===== src/rtl/decode_hazard_ctrl.sv =====
// ============================================================================
// Module   : decode_hazard_ctrl
// Purpose  : Decode-stage RAW hazard, branch flush and halt sequencing.
//            Optional macro DECODE_HAZARD_FORWARD_EN limits stalls to load-use.
// Revision : 1.0
// ============================================================================
`default_nettype none

module decode_hazard_ctrl #(
  parameter int DEPTH = 2,
  parameter int WDOG  = 4
) (
  input  logic        clk,
  input  logic        rst,
  input  logic        id_valid,
  input  logic [2:0]  readReg1,
  input  logic [2:0]  readReg2,
  input  logic        use_rs,
  input  logic        use_rt,
  input  logic [2:0]  writeReg,
  input  logic        RegWrite,
  input  logic        MemRead,
  input  logic        createdump,
  input  logic        flush_req,
  output logic        pc_write,
  output logic        ifid_write,
  output logic        idex_bubble,
  output logic        flush_ifid,
  output logic        halted,
  output logic [15:0] stall_cnt,
  output logic        err
);

  localparam logic [1:0] c_RUN   = 2'd0;
  localparam logic [1:0] c_STALL = 2'd1;
  localparam logic [1:0] c_HALT  = 2'd2;
  localparam int         c_WDW   = $clog2(WDOG + 1);

  logic [1:0]       r_state;
  logic [1:0]       w_state_nxt;
  logic [DEPTH:1]   r_sb_v;
  logic [DEPTH:1]   r_sb_ld;
  logic [2:0]       r_sb_reg [1:DEPTH];
  logic [DEPTH:1]   w_hit_rs;
  logic [DEPTH:1]   w_hit_rt;
  logic             w_hazard;
  logic             w_stall;
  logic             w_in_halt;
  logic             w_issue;
  logic [c_WDW-1:0] r_wd_cnt;
  logic             r_err;
  logic [15:0]      r_stall_cnt;

  // With forwarding only a load still sitting in EX can't be bypassed.
  for (genvar k = 1; k <= DEPTH; k++) begin : g_match
`ifdef DECODE_HAZARD_FORWARD_EN
    if (k == 1) begin : g_load_use
      assign w_hit_rs[k] = r_sb_v[k] & r_sb_ld[k] & (r_sb_reg[k] == readReg1);
      assign w_hit_rt[k] = r_sb_v[k] & r_sb_ld[k] & (r_sb_reg[k] == readReg2);
    end else begin : g_bypassed
      assign w_hit_rs[k] = 1'b0;
      assign w_hit_rt[k] = 1'b0;
    end
`else
    assign w_hit_rs[k] = r_sb_v[k] & (r_sb_reg[k] == readReg1);
    assign w_hit_rt[k] = r_sb_v[k] & (r_sb_reg[k] == readReg2);
`endif
  end

  assign w_in_halt = (r_state == c_HALT);
  assign w_hazard  = id_valid & ((use_rs & (|w_hit_rs)) | (use_rt & (|w_hit_rt)));
  assign w_stall   = w_hazard & ~flush_req & ~w_in_halt;
  assign w_issue   = id_valid & ~idex_bubble;

  always_comb begin
    pc_write    = ~w_stall;
    ifid_write  = ~w_stall;
    idex_bubble = w_stall | flush_req;
    flush_ifid  = flush_req;
    if (w_in_halt) begin
      pc_write    = 1'b0;
      ifid_write  = 1'b0;
      idex_bubble = 1'b1;
      flush_ifid  = 1'b0;
    end
  end

  always_comb begin
    w_state_nxt = r_state;
    if (!w_in_halt) begin
      if (id_valid && createdump && !w_stall && !flush_req)
        w_state_nxt = c_HALT;
      else if (w_stall)
        w_state_nxt = c_STALL;
      else
        w_state_nxt = c_RUN;
    end
  end

  // Scoreboard keeps shifting in HALT so it drains to empty.
  always_ff @(posedge clk or negedge rst) begin
    if (!rst) begin
      r_sb_v  <= '0;
      r_sb_ld <= '0;
      for (int k = 1; k <= DEPTH; k++) r_sb_reg[k] <= 3'd0;
    end else begin
      r_sb_v[1]   <= w_issue & RegWrite;
      r_sb_ld[1]  <= w_issue & MemRead;
      r_sb_reg[1] <= w_issue ? writeReg : 3'd0;
      for (int k = 2; k <= DEPTH; k++) begin
        r_sb_v[k]   <= r_sb_v[k-1];
        r_sb_ld[k]  <= r_sb_ld[k-1];
        r_sb_reg[k] <= r_sb_reg[k-1];
      end
    end
  end

  always_ff @(posedge clk or negedge rst) begin
    if (!rst) begin
      r_state     <= c_RUN;
      r_stall_cnt <= 16'd0;
      r_wd_cnt    <= '0;
      r_err       <= 1'b0;
    end else begin
      r_state <= w_state_nxt;
      if (w_stall && (r_stall_cnt != 16'hFFFF))
        r_stall_cnt <= r_stall_cnt + 16'd1;
      if (w_stall) begin
        if (r_wd_cnt != c_WDW'(WDOG))
          r_wd_cnt <= r_wd_cnt + c_WDW'(1);
        if (r_wd_cnt >= c_WDW'(WDOG - 1))
          r_err <= 1'b1;
      end else begin
        r_wd_cnt <= '0;
      end
    end
  end

  assign halted    = w_in_halt;
  assign stall_cnt = r_stall_cnt;
  assign err       = r_err;

endmodule

`default_nettype wire


===== config.mk =====
export PLATFORM = sky130hd
export DESIGN_NAME = decode_hazard_ctrl
export DESIGN_NICKNAME = d
export VERILOG_FILES = /design/src/rtl/decode_hazard_ctrl.sv
export SDC_FILE = /design/constraint.sdc
export NUM_CORES = 1
export LEC_CHECK = 0
export CORE_ASPECT_RATIO = 0.9
export CORE_UTILIZATION = 54
export CTS_BUF_LIST = sky130_fd_sc_hd__clkbuf_8
export DETAILED_ROUTE_END_ITERATION = 8
export HOLD_SLACK_MARGIN = 0.12
export PLACE_DENSITY = 0.88
export SLEW_MARGIN = 20
export SYNTH_ARGS = -nofsm -noshare
export SYNTH_HDL_FRONTEND = slang
export SYNTH_SLANG_ARGS = --single-unit

===== constraint.sdc =====
create_clock -name clk -period 5.5 [get_ports clk]
set_input_delay 1.1 -clock clk [delete_from_list [all_inputs] [get_ports clk]]
set_output_delay 1.1 -clock clk [all_outputs]
set_load 0.01 [all_outputs]

==> metrics.txt <==
remaining global-route overflow 0; final count of negative-setup-slack endpoints 0; post-CTS setup buffer count 0; number of detailed-routing iterations run before antenna repair 6; top cell type's share of synthesized area just under 50%; dominant synthesized flop cell dfrtp_1; met2 demand-to-capacity share in global routing roughly 40%; Bufs and invs on worst path 2; IO Port Bufs 38; global routing met1 resource utilization between 20% and 30%; Post-synth top cells 30 x dfrtp_1, 28 x xnor2_1, 6 x inv_1, 6 x nand2_1, 6 x nand4_1; fraction of layout cells with a size suffix above 1 under 10%; buffer cell driving the clock tree root clkbuf_8; busiest layer in global routing met2; internal power approximately 370 uW; max capacitance violation total 0; average routed wire per standard cell 15.4 um; Synth Net Count around 160; path type of the worst min-delay path register to register; Hold Fails Final Rpt 0; x dimension of the die 57.9 um; TritonCTS clock tree yes; share of synthesized registers carrying an async set or reset between 90% and 100%; status complete, but fails checks; Peak supply drop approximately 0.22 mV; core region area around 2600 um2; Reg power frac between 40 and 50%; power dissipated by switching net loads roughly 120 uW; # resized after CTS 0; critical path type input port to output port; ordered list of cells on the worst path clkdlybuf4s50_1 -> xnor2_1 -> nand4_1 -> nand2_1 -> a22o_1 -> a211o_1 -> clkdlybuf4s50_1; data required time at the worst endpoint approximately 4.4 ns; buffer depth of the longest clock path 2; RD Place Congestion 0.822; clock tree skew after final layout 0.00640 ns; minimum period implied by the final worst setup slack about 4.1 ns; mean number of vias per cell just under 6; maximum fanout encountered on the critical timing path 3; Top Family by Delay on Critical Path buffers and inverters; kind of launch point of the worst setup path input port; gate count of the mapped netlist ~130; number of design rule violations left after detail routing 3; worst setup slack for register-to-register paths 3.40 ns; number of nets with antenna violations after detailed routing 0; Power per Cell Area 240 nW/um2; initial antenna violation count 0; post-synthesis sequential element count 30; Initial Util between 50% and 60%; Area growth syn-to-layout 33.6%; post-synthesis cell area 1520 um2; estimated wirelength of the detail-placed design 2.38 mm; Cell Rows 17; most used standard cell by instance count after synthesis dfrtp_1; aggregate routed wire length between 3 and 4 mm; die outline height ~52 um; Detailed Route Iter0 Violations 21; global router's overall resource usage around a quarter; switching power as a share of total power 24.4%; Synth cell types 31; slowest stage cell, crit path clkdlybuf4s50_1; Top cell by count, worst path clkdlybuf4s50_1; Synthesis Warnings 0; Hold Startpoint r_sb_v[1]; maximum number of pins on one net before global-route repair 31; achievable frequency 241 MHz; part of the power in the clock network a little under two fifths; number of vias in the routed layout ~1,200; part of the power in combinational logic 14.6%; WP data arrival between 3 and 4 ns; vias in the first global route ~1,200; share of synthesized area occupied by flip-flops and latches between 40 and 50%; critical register-to-register path startpoint stall_cnt[0]; n_diodes 0; Clk Latency, worst-skew pair between 0.2 and 0.3 ns; mean cell area of the mapped netlist between 10 and 15 um2; number of flip-flops under the largest register name 16; worst slew margin relative to its limit a little over half; count of hold-fix buffers inserted at cts 0; htree depth 2; met3 Resource Use GR 8.40%; crit path from readReg2[0]; maximum single-stage delay on the critical path ~0.47 ns; Power, Total approximately 490 uW; die footprint roughly 3000 um2; Slew Viols, Final 0; P_leak 0.000843 uW; register area ~750 um2; final-layout setup total negative slack 0 ns; post-route fraction of the period consumed by the critical path approximately three quarters; fill cell total of the finished layout approximately 160; number of clock sinks seen by CTS 30; Setup crit end kind output port; number of top-level pins 40; transition at the pin with the smallest max-transition slack between 0.7 and 0.8 ns; unrepaired setup endpoints after global routing false; violations in the final reports DRC; Net count, final 200; multi-input logic area 738 um2; top cells by area, synth dfrtp_1 49%, xnor2_1 16%, ha_1 3.3%, o2111ai_1 2.9%, nand4_1 2.5%; clock input transition at the sequential cells of the worst setup and hold paths about 0.07 ns; Post-synth EDFFs 0; global-route wire length before repair ~5.3 mm; Synth area leader dfrtp_1; number of buffers inserted during clock tree synthesis 5
path summary, 6_finish.rpt:
check | end | cells past startpoint
min | r_sb_v[2] | 0
max | idex_bubble | 7
min in group asynchronous | r_sb_reg[2] | 2
max reg2reg | stall_cnt[1] | 6
max in group asynchronous | stall_cnt[13] | 2
min reg2reg | r_sb_v[2] | 0
metrics by stage:
step	cells	util [%]	hold WS, ns	setup slack [ns]	cell area, um2
2_1_floorplan	133	-	0.373	2.31	1520
3_3_place_gp	199	75.8	0.387	1.42	1930
3_5_place_dp	199	75.8	0.398	1.39	1930
4_1_cts	207	79.5	0.413	1.38	2030
5_1_grt	207	79.5	0.415	1.28	2030
6_report	207	79.5	0.415	1.35	2030
layout by cell type, fill, tap and decap left out, drive strengths merged, types with 3 or more instances in the layout:
master / instances
nor2: 5
nand2: 6
nand4: 7
clkbuf: 6
a211oi: 3
dfrtp: 30
inv: 6
o21ai: 4
nand3: 4
clkdlybuf4s50: 38
a21oi: 5
o2111ai: 5
o211ai: 5
ha: 4
and2: 5
and3: 3
xnor2: 28
worst reg2reg max path, cell delays in order (launching register included):
cell	delay [ns]
dfrtp_1	0.43
ha_1	0.28
nand4_1	0.16
nor4_4	0.07
a211oi_2	0.60
nor2_2	0.14
mux2_4	0.32
metal layers:
metal	share of wire, %	vias up
li1	-	569
met1	43	596
met2	51	34
met3	4.7	3
met4	0.72	0
met5	0	-
power by group through the flow:
stage	clock network (uW)	logic (uW)	registers (uW)
after floorplan	0	30.7	236
after global placement	0	68.5	236
after detailed placement	0	71.7	236
after CTS	187	71.9	232
after global routing	197	76.8	233
final	183	70.9	232
cell families (layout without fill, tap and decap cells):
group                    Yosys count  after routing  synth area share (%)
AND/OR/NAND/NOR                   36             36                  15.0
flip-flops                        30             30                  49.4
XOR/XNOR                          28             28                  16.1
AO/OA/AOI/OAI                     27             27                  13.2
buffers and inverters              7             53                  1.98
adder cells (fa/ha/maj)            4              4                  3.30
multiplexers                       1              1                 0.988
cell type report:
type,count,area share (%)
Clock buffer,6,4.07
Clock inverter,2,0.617
Inverter,6,1.11
Multi-Input combinational cell,96,36.4
Sequential cell,30,37.0
Tap cell,28,1.73
Timing Repair Buffer,39,19.1
(Power assumes the default switching activity.)
